## config.mk

```make
export PLATFORM = sky130hd
export DESIGN_NAME = source_text_streamer
export DESIGN_NICKNAME = d
export VERILOG_FILES = /design/src/rtl/source_text_streamer.sv
export SDC_FILE = /design/constraint.sdc
export NUM_CORES = 1
export LEC_CHECK = 0
export BUFFER_PORTS_ARGS = -buffer_cell sky130_fd_sc_hd__buf_2
export CAP_MARGIN = 20
export CELL_PAD_IN_SITES_DETAIL_PLACEMENT = 1
export CELL_PAD_IN_SITES_GLOBAL_PLACEMENT = 2
export CORE_UTILIZATION = 39
export CTS_BUF_LIST = sky130_fd_sc_hd__clkbuf_2
export DETAILED_ROUTE_END_ITERATION = 16
export PLACE_DENSITY = 0.95
export SYNTH_ARGS = -nofsm -noshare
export SYNTH_HDL_FRONTEND = slang
export SYNTH_SLANG_ARGS = --single-unit
```

## constraint.sdc

```tcl
create_clock -name clk_in -period 4.2 [get_ports clk_in]
set_clock_uncertainty 0.15 [all_clocks]
set_input_delay 0.84 -clock clk_in [delete_from_list [all_inputs] [get_ports clk_in]]
set_output_delay 0.84 -clock clk_in [all_outputs]
set_load 0.005 [all_outputs]
```

## src/rtl/source_text_streamer.sv

```systemverilog
// source_text_streamer: walks a byte text buffer in block RAM and streams ASCII characters,
// announcing each source line with a new_line pulse ahead of its first character.
module source_text_streamer #(
  parameter int BUFFER_DEPTH = 4096,
  parameter int NUMBER_LINES = 256,
  parameter int READ_LATENCY = 2
) (
  input  logic                               clk_in,
  input  logic                               rst_in,
  input  logic                               start_in,
  output logic [$clog2(BUFFER_DEPTH)-1:0]    mem_addr_out,
  input  logic [7:0]                         mem_data_in,
  input  logic                               ready_in,
  output logic                               new_line_out,
  output logic                               new_character_out,
  output logic [7:0]                         ascii_out,
  output logic [$clog2(NUMBER_LINES+1)-1:0]  line_count_out,
  output logic                               busy_out,
  output logic                               done_out,
  output logic                               overflow_out
);
  localparam int AW = $clog2(BUFFER_DEPTH);
  localparam int LW = $clog2(NUMBER_LINES+1);
  localparam logic [2:0] S_IDLE   = 3'd0;
  localparam logic [2:0] S_READ   = 3'd1;
  localparam logic [2:0] S_WAIT   = 3'd2;
  localparam logic [2:0] S_DECIDE = 3'd3;
  localparam logic [2:0] S_LINE   = 3'd4;
  localparam logic [2:0] S_EMIT   = 3'd5;
  localparam logic [2:0] S_DONE   = 3'd6;
  localparam logic [2:0] WAIT_LOAD = 3'(READ_LATENCY-1);
  logic [2:0]    r_state;
  logic [2:0]    r_wait;
  logic [7:0]    r_byte;
  logic [7:0]    r_ascii;
  logic [AW-1:0] r_addr;
  logic [LW-1:0] r_line_count;
  logic          r_pending;
  logic          r_overflow;
  logic          w_last;
  logic          w_at_limit;
  logic [2:0]    w_adv_state;
  assign w_last      = r_addr == AW'(BUFFER_DEPTH-1);
  assign w_at_limit  = r_line_count == LW'(NUMBER_LINES);
  assign w_adv_state = w_last ? S_DONE : S_READ;
  assign mem_addr_out      = r_addr;
  assign ascii_out         = r_ascii;
  assign line_count_out    = r_line_count;
  assign overflow_out      = r_overflow;
  assign new_line_out      = (r_state == S_LINE) && ready_in;
  assign new_character_out = (r_state == S_EMIT) && ready_in;
  assign busy_out          = (r_state != S_IDLE) && (r_state != S_DONE);
  assign done_out          = r_state == S_DONE;
  always_ff @(posedge clk_in or posedge rst_in) begin
    if (rst_in) begin
      r_state      <= S_IDLE;
      r_wait       <= '0;
      r_byte       <= '0;
      r_ascii      <= '0;
      r_addr       <= '0;
      r_line_count <= '0;
      r_pending    <= 1'b0;
      r_overflow   <= 1'b0;
    end else begin
      case (r_state)
        S_IDLE, S_DONE: if (start_in) begin
          r_addr       <= '0;
          r_line_count <= '0;
          r_pending    <= 1'b1;
          r_overflow   <= 1'b0;
          r_state      <= S_READ;
        end
        S_READ: begin
          r_wait  <= WAIT_LOAD;
          r_state <= S_WAIT;
        end
        S_WAIT: if (r_wait == 3'd0) begin
          r_byte  <= mem_data_in;
          r_state <= S_DECIDE;
        end else r_wait <= r_wait - 3'd1;
        S_DECIDE: if (r_byte == 8'h00) r_state <= S_DONE;
        else if (r_byte == 8'h0D) begin
          r_addr  <= w_last ? r_addr : r_addr + AW'(1);
          r_state <= w_adv_state;
        end else if (r_pending && w_at_limit) begin
          r_overflow <= 1'b1;
          r_state    <= S_DONE;
        end else if (r_pending) r_state <= S_LINE;
        else begin
          r_ascii <= r_byte;
          r_state <= S_EMIT;
        end
        S_LINE: if (ready_in) begin
          r_line_count <= r_line_count + LW'(1);
          r_pending    <= 1'b0;
          r_ascii      <= r_byte;
          r_state      <= S_EMIT;
        end
        S_EMIT: if (ready_in) begin
          // an LF arms the announcement of the following line
          r_pending <= r_byte == 8'h0A;
          r_addr    <= w_last ? r_addr : r_addr + AW'(1);
          r_state   <= w_adv_state;
        end
        default: r_state <= S_IDLE;
      endcase
    end
  end
endmodule

```

## Yosys cells after proc, flatten, opt, wreduce, memory -nomap -nowiden

Cells that the tools add are included.

| word-level totals | value |
|---|---|
| bits in registers | 45 |
| bits in latches | 0 |
| RAM bits | 0 |
| ROM bits | 0 |
| input port bits | 12 |
| output and inout port bits | 34 |
| word-level logic and storage cells | 92 |
| memories kept | 0 |

| operators by class | value |
|---|---|
| add/sub/neg operators | 3 |
| multiply operators | 0 |
| divide/modulo/power cells | 0 |
| magnitude comparators | 0 |
| equal/unequal tests | 22 |
| shift-type cells | 0 |
| muxes and demuxes | 36 |
| bitwise operators | 0 |
| reduce and logical (&&, ||, !) cells | 23 |

Operators by type and width:

| cell | number |
|---|---|
| 2-to-1 mux 12 bit | 5 |
| 2-to-1 mux 8 bit | 5 |
| one-hot mux 12 bit (3 select lines) | 1 |
| 2-to-1 mux 3 bit | 8 |
| inequality test 2 bit, second input constant | 11 |
| 2-to-1 mux 9 bit | 2 |
| one-hot mux 3 bit (6 select lines) | 1 |
| one-hot mux 9 bit (2 select lines) | 1 |
| equality test 8 x 4 -> 1 bit, second input constant | 2 |
| one-hot mux 8 bit (2 select lines) | 1 |
| adder 12 x 1 -> 12 bit, second input constant | 1 |
| equality test 12 bit, second input constant | 1 |
| AND reduction 5 bit | 2 |
| adder 9 x 1 -> 9 bit, second input constant | 1 |
| equality test 3 bit, second input constant | 3 |
| equality test 9 bit, second input constant | 1 |
| nonzero test 3 bit | 3 |
| zero test 8 bit | 1 |
| 2-to-1 mux 1 bit | 8 |
| AND reduction 4 bit | 2 |
| nonzero test 2 bit | 4 |
| equality test 3 x 2 -> 1 bit, second input constant | 2 |
| zero test 3 bit | 2 |
| one-hot mux 3 bit (2 select lines) | 1 |
| other kinds (11) | 15 |

## Longest topological paths before layout

Gate-level depths: netlist of the first run.

| logic depth | value |
|---|---|
| depth in word-level cells | 6 |
| mapped depth | 8 |

## Worst setup path after synthesis of the first run

OpenSTA, ideal clock, no wires.

| timing | value |
|---|---|
| path kind | input to output |
| start point | in start_in |
| end point | out new_line_out |
| arrival | 1.559 ns |
| data required time | 3.210 ns |
| slack | 1.651 ns |
| stages on the path | 4 |
| cells stage by stage | mux2_2 > a22o_1 > nand3_1 > inv_1 |

RTL lines:

| item | RTL line | RTL |
|---|---|---|
| start, declared | 10 | `input logic start_in,` |
| end, declared | 14 | `output logic new_line_out,` |

## Worst setup path after layout of the first run

| timing | value |
|---|---|
| start point | reg r_state[2] |
| end point | out new_line_out |

| between the ends | value |
|---|---|
| longest elaborated chain between the ends | 2 |

Ends and longest elaborated chain:

| item | RTL line | RTL |
|---|---|---|
| start, declared | 32 | `logic [2:0] r_state;` |
| start signal, assigned | 84 | `r_state <= w_adv_state;` |
| start signal, assigned | 103 | `r_state <= w_adv_state;` |
| equality test 3 bit | 50 | `assign new_line_out = (r_state == S_LINE) && ready_in;` |
| logical AND 1 bit | 50 |  |

No other way between the ends.

==> results.toml, run 1 <==
[run_status]
outcome = "finished with violations"
violations = "design-rule violations"

[synthesis]
ys_top_cells_by_count = "dfrtp_1 (45), nand2_1 (22), nor2_1 (22), o21ai_0 (22), mux2_2 (19)"
synth_top_area_cell = "dfrtp_1"
synthTopCellsByArea = "dfrtp_1 (43%), mux2_2 (8.1%), o21ai_0 (4.2%)"
synth_area_per_cell_um2 = 9.488
yosysWarningCount = 0
yosysMostFrequentCell = "dfrtp_1"
synth_top_flop_cell = "dfrtp_1"
synth_area_um2 = 2638
synth-edff-count = 0
yosysUniqueCellTypes = 49
synthCells = 278
synth_top_area_share_pct = 42.69
seq_area_frac_synth_pct = 42.69
synthArstFlopShare_pct = 100.0
synth_seq_cells = 45
syn_nets = 296

[timing]
fmax_mhz = 288.5
worst_slew_pin_slew_ps = 666.8
fin_crit_sh_pct = 82.53
setup_ws_ps = 733.5
drv_slew = 0
grt_setup_unrepaired = "false"
setup_viol = 0
post-route-min-period_ps = 3466
timing.final.hold_violations = 0
slew-limit-headroom_pct = 55.38
tns_ps = 0

[global_routing]
antenna_found_initial = 0
grt_pass1_wl_um = 10780
grt_pass1_vias = 2194
busiest_layer = "met2"
grtUsageMet2_pct = 29.81
use_met3_pct = 4.228
use_met1_pct = 26.12
grt_max_degree = 46
grt_use_total_pct = 18.93
grt-ovfl-total = 0

[pwr]
peakVddDrop_uv = 328.6
power_leakage_nw = 1.343
cellPowerDensity_nw_per_um2 = 559.6

[worst_setup_path]
crit_type = "flop to primary output"
cp.arrival_ps = 2480
crit_required_ps = 3210
crit_path_start_kind = "flop"
end_kind = "primary output"
critPathMaxFanout = 21

[finish]
fin_area_um2 = 2984
fill_cells = 766
n_antenna_cell = 0
syn2layout_area_growth_pct = 13.14
fin_nets = 339
final_layout_size_suffix_gt1_share_pct = 26.40

[placed_design]
io_buffers = 45
place_hpwl_um = 4762
gp_congestion = 0.7744
placed_cell_area_um2 = 2930
pre_cts_ws_ps = 1270

[clock_network]
post_cts_buffers = 0
clock_path_buffers = 2
cts_buffers = 5
cts-resized-gates = 0
clkSinkCount = 45
cts_tree = "built"
insertion_delay_ps = 450
ctsHoldBuffers = 0
cts.reportedPaths.clkPinSlew_ps = 280
cts_root_buffer = "clkbuf_2"
ctsHtreeMaxLevel = 2

[routing]
num_vias = 2325
drcViolationCount = 6
routed_wl_um = 6476
viasPerCell = 5.827
wl_per_cell_um = 16.23
drt_iter0_drc = 103
firstDrtPassIters = 10
postRouteAntennaNets = 0

[worst_hold_path]
hold_path_class = "input pin to async pin"

[floorplan]
fp.dieW_um = 84.24
num_rows = 29
die_y_um = 84.24
die-area_um2 = 7096
coreArea_um2 = 6422
start_util_pct = 41.07
io_pins = 46

[job]
drv_cap = 0
[metrics by stage]
stage / power (mW) / instances / hold slack [ps] / util [%]
3_3_place_gp: 1.427 / 391 / 313.1 / 45.63
6_report: 1.670 / 399 / 323.2 / 46.46
2_1_floorplan: 1.224 / 278 / 296.1 / -
3_5_place_dp: 1.465 / 391 / 327.9 / 45.63
5_1_grt: 1.801 / 399 / 349.0 / 46.46
4_1_cts: 1.689 / 399 / 316.1 / 46.46
[worst max-delay path, stage by stage (launching register included)]
cell	delay, ps
dfrtp_1	790
nor2b_1	540
and2_1	260
nand3_1	170
inv_1	150
buf_2	120
[flip-flops by register name, summed over array words and instances, names as in the netlist]
name and cells:
r_byte 8, mem_addr_out 12, r_state 3, r_pending 1, r_wait 3, line_count_out 9, overflow_out 1, ascii_out 8
[final timing paths]
| path | to | depth (start not counted) | slack (ps) | from |
|---|---|---|---|---|
| setup / recovery | new_line_out | 5 | 730 | r_state[2]$_DFFE_PP0P_ |
| hold / removal | ascii_out[0]$_DFFE_PP0P_ | 3 | 320 | rst_in |
| setup reg to reg | mem_addr_out[0]$_DFFE_PP0P_ | 5 | 1360 | r_state[1]$_DFFE_PP0P_ |
| hold reg to reg | r_wait[0]$_DFFE_PP0P_ | 1 | 350 | r_wait[0]$_DFFE_PP0P_ |
| max in group asynchronous | r_state[1]$_DFFE_PP0P_ | 3 | 3190 | rst_in |
| min in group clk_in | r_wait[0]$_DFFE_PP0P_ | 1 | 350 | r_wait[0]$_DFFE_PP0P_ |
[routing by layer]
metal | vias up | share of wire (%)
met5 | - | 0
met4 | 0 | 1.7
met3 | 12 | 4.6
met1 | 1143 | 46
li1 | 1119 | -
met2 | 51 | 48
[placed cells by master, fill, tap and decap left out, drive strengths merged, types with 3 or more instances in the layout]
cell	instances
or4	5
mux2	19
xnor2	3
nor3	6
nand4	4
dfrtp	45
nor4	10
nand3	11
a21oi	10
inv	15
o31ai	4
o21ai	22
and3	4
nand2	22
o311a	3
buf	48
nor2	23
a22o	3
mux2i	7
ha	6
o221ai	3
clkbuf	5
a31o	3
and2	3
nand2b	7
or3	6
o211ai	3
[logic make-up after synthesis]
group	synth area share [%]
compound gates	16.79
buf+inv	3.795
mux	10.77
xor+xnor	1.329
simple gates	21.77
flops	42.69
fa+ha+maj	2.846
[final cells by class]
type	instances	area, µm²	area share, %
multi-input cells	208	1411	47.30
flip-flops and latches	45	1126	37.74
repair buffers	48	247.7	8.302
well taps	77	96.34	3.229
inverters	13	48.80	1.635
clock inverters	3	28.78	0.9644
clock buffers	5	25.02	0.8386
[power breakdown]
| part | total (mW) | switching (mW) | internal [mW] | leakage [nW] |
|---|---|---|---|---|
| Sequential | 0.679 | 0.132 | 0.547 | 0.579 |
| Clock | 0.222 | 0.171 | 0.0507 | 0.0359 |
| Combinational | 0.769 | 0.444 | 0.325 | 0.728 |
Note: power is estimated with default switching activity, not from simulation.
==> run 2, diff against run 1 <==
Settings changed: ABC_AREA set to 1, CORE_UTILIZATION 39 to 29, PLACE_DENSITY 0.95 to 0.9.
Clock period 4.2 ns to 2.9 ns, I/O delays scaled along.
==> run 2 against run 1 <==
Compared with the run above:
- global-route usage is 2.9 points lower
- the run still ends with design-rule violations left
- core utilization down 12 points
- total power increased by 34%
- largest power group unchanged
- clock-buffer cell count is the same
==> results.toml, run 2 <==
[run_status]
outcome = "finished with violations"
violations = "design-rule violations"

[timing]
post-route-min-period_ps = 2244
setup_ws_ps = 656.3
worst_slew_pin_slew_ps = 592.8
grt_setup_unrepaired = "false"
timing.final.hold_violations = 0
drv_slew = 0
slew-limit-headroom_pct = 60.48
fmax_mhz = 445.7
setup_viol = 0
tns_ps = 0
fin_crit_sh_pct = 77.37

[clock_network]
cts_tree = "built"
cts.reportedPaths.clkPinSlew_ps = 280
cts-resized-gates = 0
clock_path_buffers = 2
clkSinkCount = 45
cts_root_buffer = "clkbuf_2"
ctsHoldBuffers = 0
insertion_delay_ps = 450
cts_buffers = 5
post_cts_buffers = 0
ctsHtreeMaxLevel = 2

[routing]
firstDrtPassIters = 10
drcViolationCount = 2
postRouteAntennaNets = 0
viasPerCell = 4.726
num_vias = 2514
wl_per_cell_um = 13.37
routed_wl_um = 7112
drt_iter0_drc = 73

[pwr]
finalPower_mw = 2.233
cellPowerDensity_nw_per_um2 = 727.0
peakVddDrop_uv = 310.0
power_leakage_nw = 1.633
internal-power_mw = 1.228
p_comb_share_pct = 42.4
switching_share_pct = 45.03
p_sw_mw = 1.006
p_clk_share_pct = 16.6
power_frac_seq_pct = 41.1

[floorplan]
die-area_um2 = 9595
die_y_um = 97.96
start_util_pct = 30.32
io_pins = 46
coreArea_um2 = 8806
fp.dieW_um = 97.96
num_rows = 34

[finish]
layout_commonest_cell = "nand2_1"
syn2layout_area_growth_pct = 15.04
n_antenna_cell = 0
layout_common_cells = "nand2_1 (116), nor2_1 (60), dfrtp_1 (45), buf_2 (45), inv_1 (32)"
largest_reg_flops = 12
layoutNonFillerInstCount = 532
fill_cells = 1158
final_layout_size_suffix_gt1_share_pct = 18.16
fin_nets = 441

[worst_setup_path]
worstReg2RegStart = "mem_addr_out[0]$_DFFE_PP0P_"
cp.arrival_ps = 1510
reg2reg_depth = 9
crit_chain = "inv_2 -> nand3_1 -> nor2_1 -> buf_2"
crit_required_ps = 2170
cpPeakStageDelay_ps = 490
crit_start = "r_state[1]$_DFFE_PP0P_"
cp_slowest_cell = "dfrtp_1"
timing.rr.end = "mem_addr_out[9]$_DFFE_PP0P_"
crit_path_start_kind = "flop"
end_kind = "primary output"
rrSetupSlack_ps = 700
crit_type = "flop to primary output"
endpoint = "new_character_out"
critPathMaxFanout = 5

[synthesis]
synth_xor_area_share_pct = 3.608
synth-edff-count = 0
synthCells = 375
synth_top_area_share_pct = 42.17
synth_top_area_cell = "dfrtp_1"
ys_top_cells_by_count = "nand2_1 (116), nor2_1 (60), dfrtp_1 (45)"
yosysUniqueCellTypes = 28
yosysWarningCount = 0
synth_top_flop_cell = "dfrtp_1"
synthTopCellsByArea = "dfrtp_1 (42%), nand2_1 (16%), nor2_1 (8.4%)"
synth_area_um2 = 2670
synth_top_family_by_area = "simple AND/OR/NAND/NOR gates"
synthArstFlopShare_pct = 100.0
yosys.area_share.simple_pct = 36.32
syn_nets = 393
seq_area_frac_synth_pct = 42.17
synth.mux.area_fraction_pct = 0
synth_compound_area_share_pct = 7.685
synth_area_per_cell_um2 = 7.120
synth_seq_cells = 45
synthAdderAreaFrac_pct = 2.812
yosysMostFrequentCell = "nand2_1"

[global_routing]
grt_pass1_wl_um = 12390
grt-ovfl-total = 0
grt_pass1_vias = 2509
antenna_found_initial = 0
grt_use_total_pct = 16.02
grt_max_degree = 46

[placed_design]
pre_cts_ws_ps = 742.9
gp_congestion = 0.8281
place_hpwl_um = 5441
dp_cells = 524
io_buffers = 45

[worst_hold_path]
hold_path_class = "input pin to async pin"

[job]
drv_cap = 0
-- run 2: area by class of cell --
cell class                 instances  area [µm²]  area share [%]
clock inverter                     3       41.29           1.344
sequential                        45        1126           36.66
tap                              108       135.1           4.399
inverter                          44       165.2           5.377
multi-input combinational        281        1346           43.83
clock buffer                       5       25.02          0.8147
timing repair buffer              46       232.7           7.576
-- run 2: metrics by stage --
| step | cell area [µm²] | utilization, % | hold WS, ps |
|---|---|---|---|
| 2_1_floorplan | 2670 | - | 289.6 |
| 3_3_place_gp | 3005 | 34.13 | 300.7 |
| 3_5_place_dp | 3005 | 34.13 | 324.3 |
| 4_1_cts | 3072 | 34.88 | 83.19 |
| 5_1_grt | 3072 | 34.88 | 97.85 |
| 6_report | 3072 | 34.88 | 67.68 |
-- run 2: logic make-up after synthesis --
logic type	Yosys count
AND/OR/NAND/NOR	226
XOR/XNOR	11
adder cells (fa/ha/maj)	6
AO/OA/AOI/OAI	38
flip-flops	45
buffers and inverters	49
-- run 2: power by group through the flow --
stage          Clock [mW]  Combinational [mW]  Sequential, mW
2_1_floorplan           0               0.690           0.908
6_report            0.370               0.946           0.917
3_5_place_dp            0               0.963           0.934
5_1_grt             0.408                1.10           0.946
3_3_place_gp            0               0.930           0.926
4_1_cts             0.385               0.972           0.919
-- run 2: worst min-delay path by stage --
stage	from	to	slack, ps	cells past startpoint
2_1_floorplan	r_wait[0]$_DFFE_PP0P_	r_wait[0]$_DFFE_PP0P_	290	1
3_3_place_gp	r_wait[0]$_DFFE_PP0P_	r_wait[0]$_DFFE_PP0P_	300	1
3_5_place_dp	r_wait[0]$_DFFE_PP0P_	r_wait[0]$_DFFE_PP0P_	320	1
4_1_cts	rst_in	mem_addr_out[8]$_DFFE_PP0P_	80	3
5_1_grt	rst_in	mem_addr_out[7]$_DFFE_PP0P_	100	3
6_report	rst_in	mem_addr_out[7]$_DFFE_PP0P_	70	3
-- run 2: metal layers --
metal	up-vias	part of all wire, %	track usage, %
li1	1273	-	-
met1	1195	47	21.03
met2	38	49	27.14
met3	8	3.0	2.792
met4	0	1.2	4.312
met5	-	0	0
-- run 2: worst max-delay path, delay by kind of cell (launching register included) --
| kind | cells | cell delay [ps] |
|---|---|---|
| DFF | 1 | 490 |
| buffers and inverters | 2 | 250 |
| and+or+nand+nor | 2 | 350 |
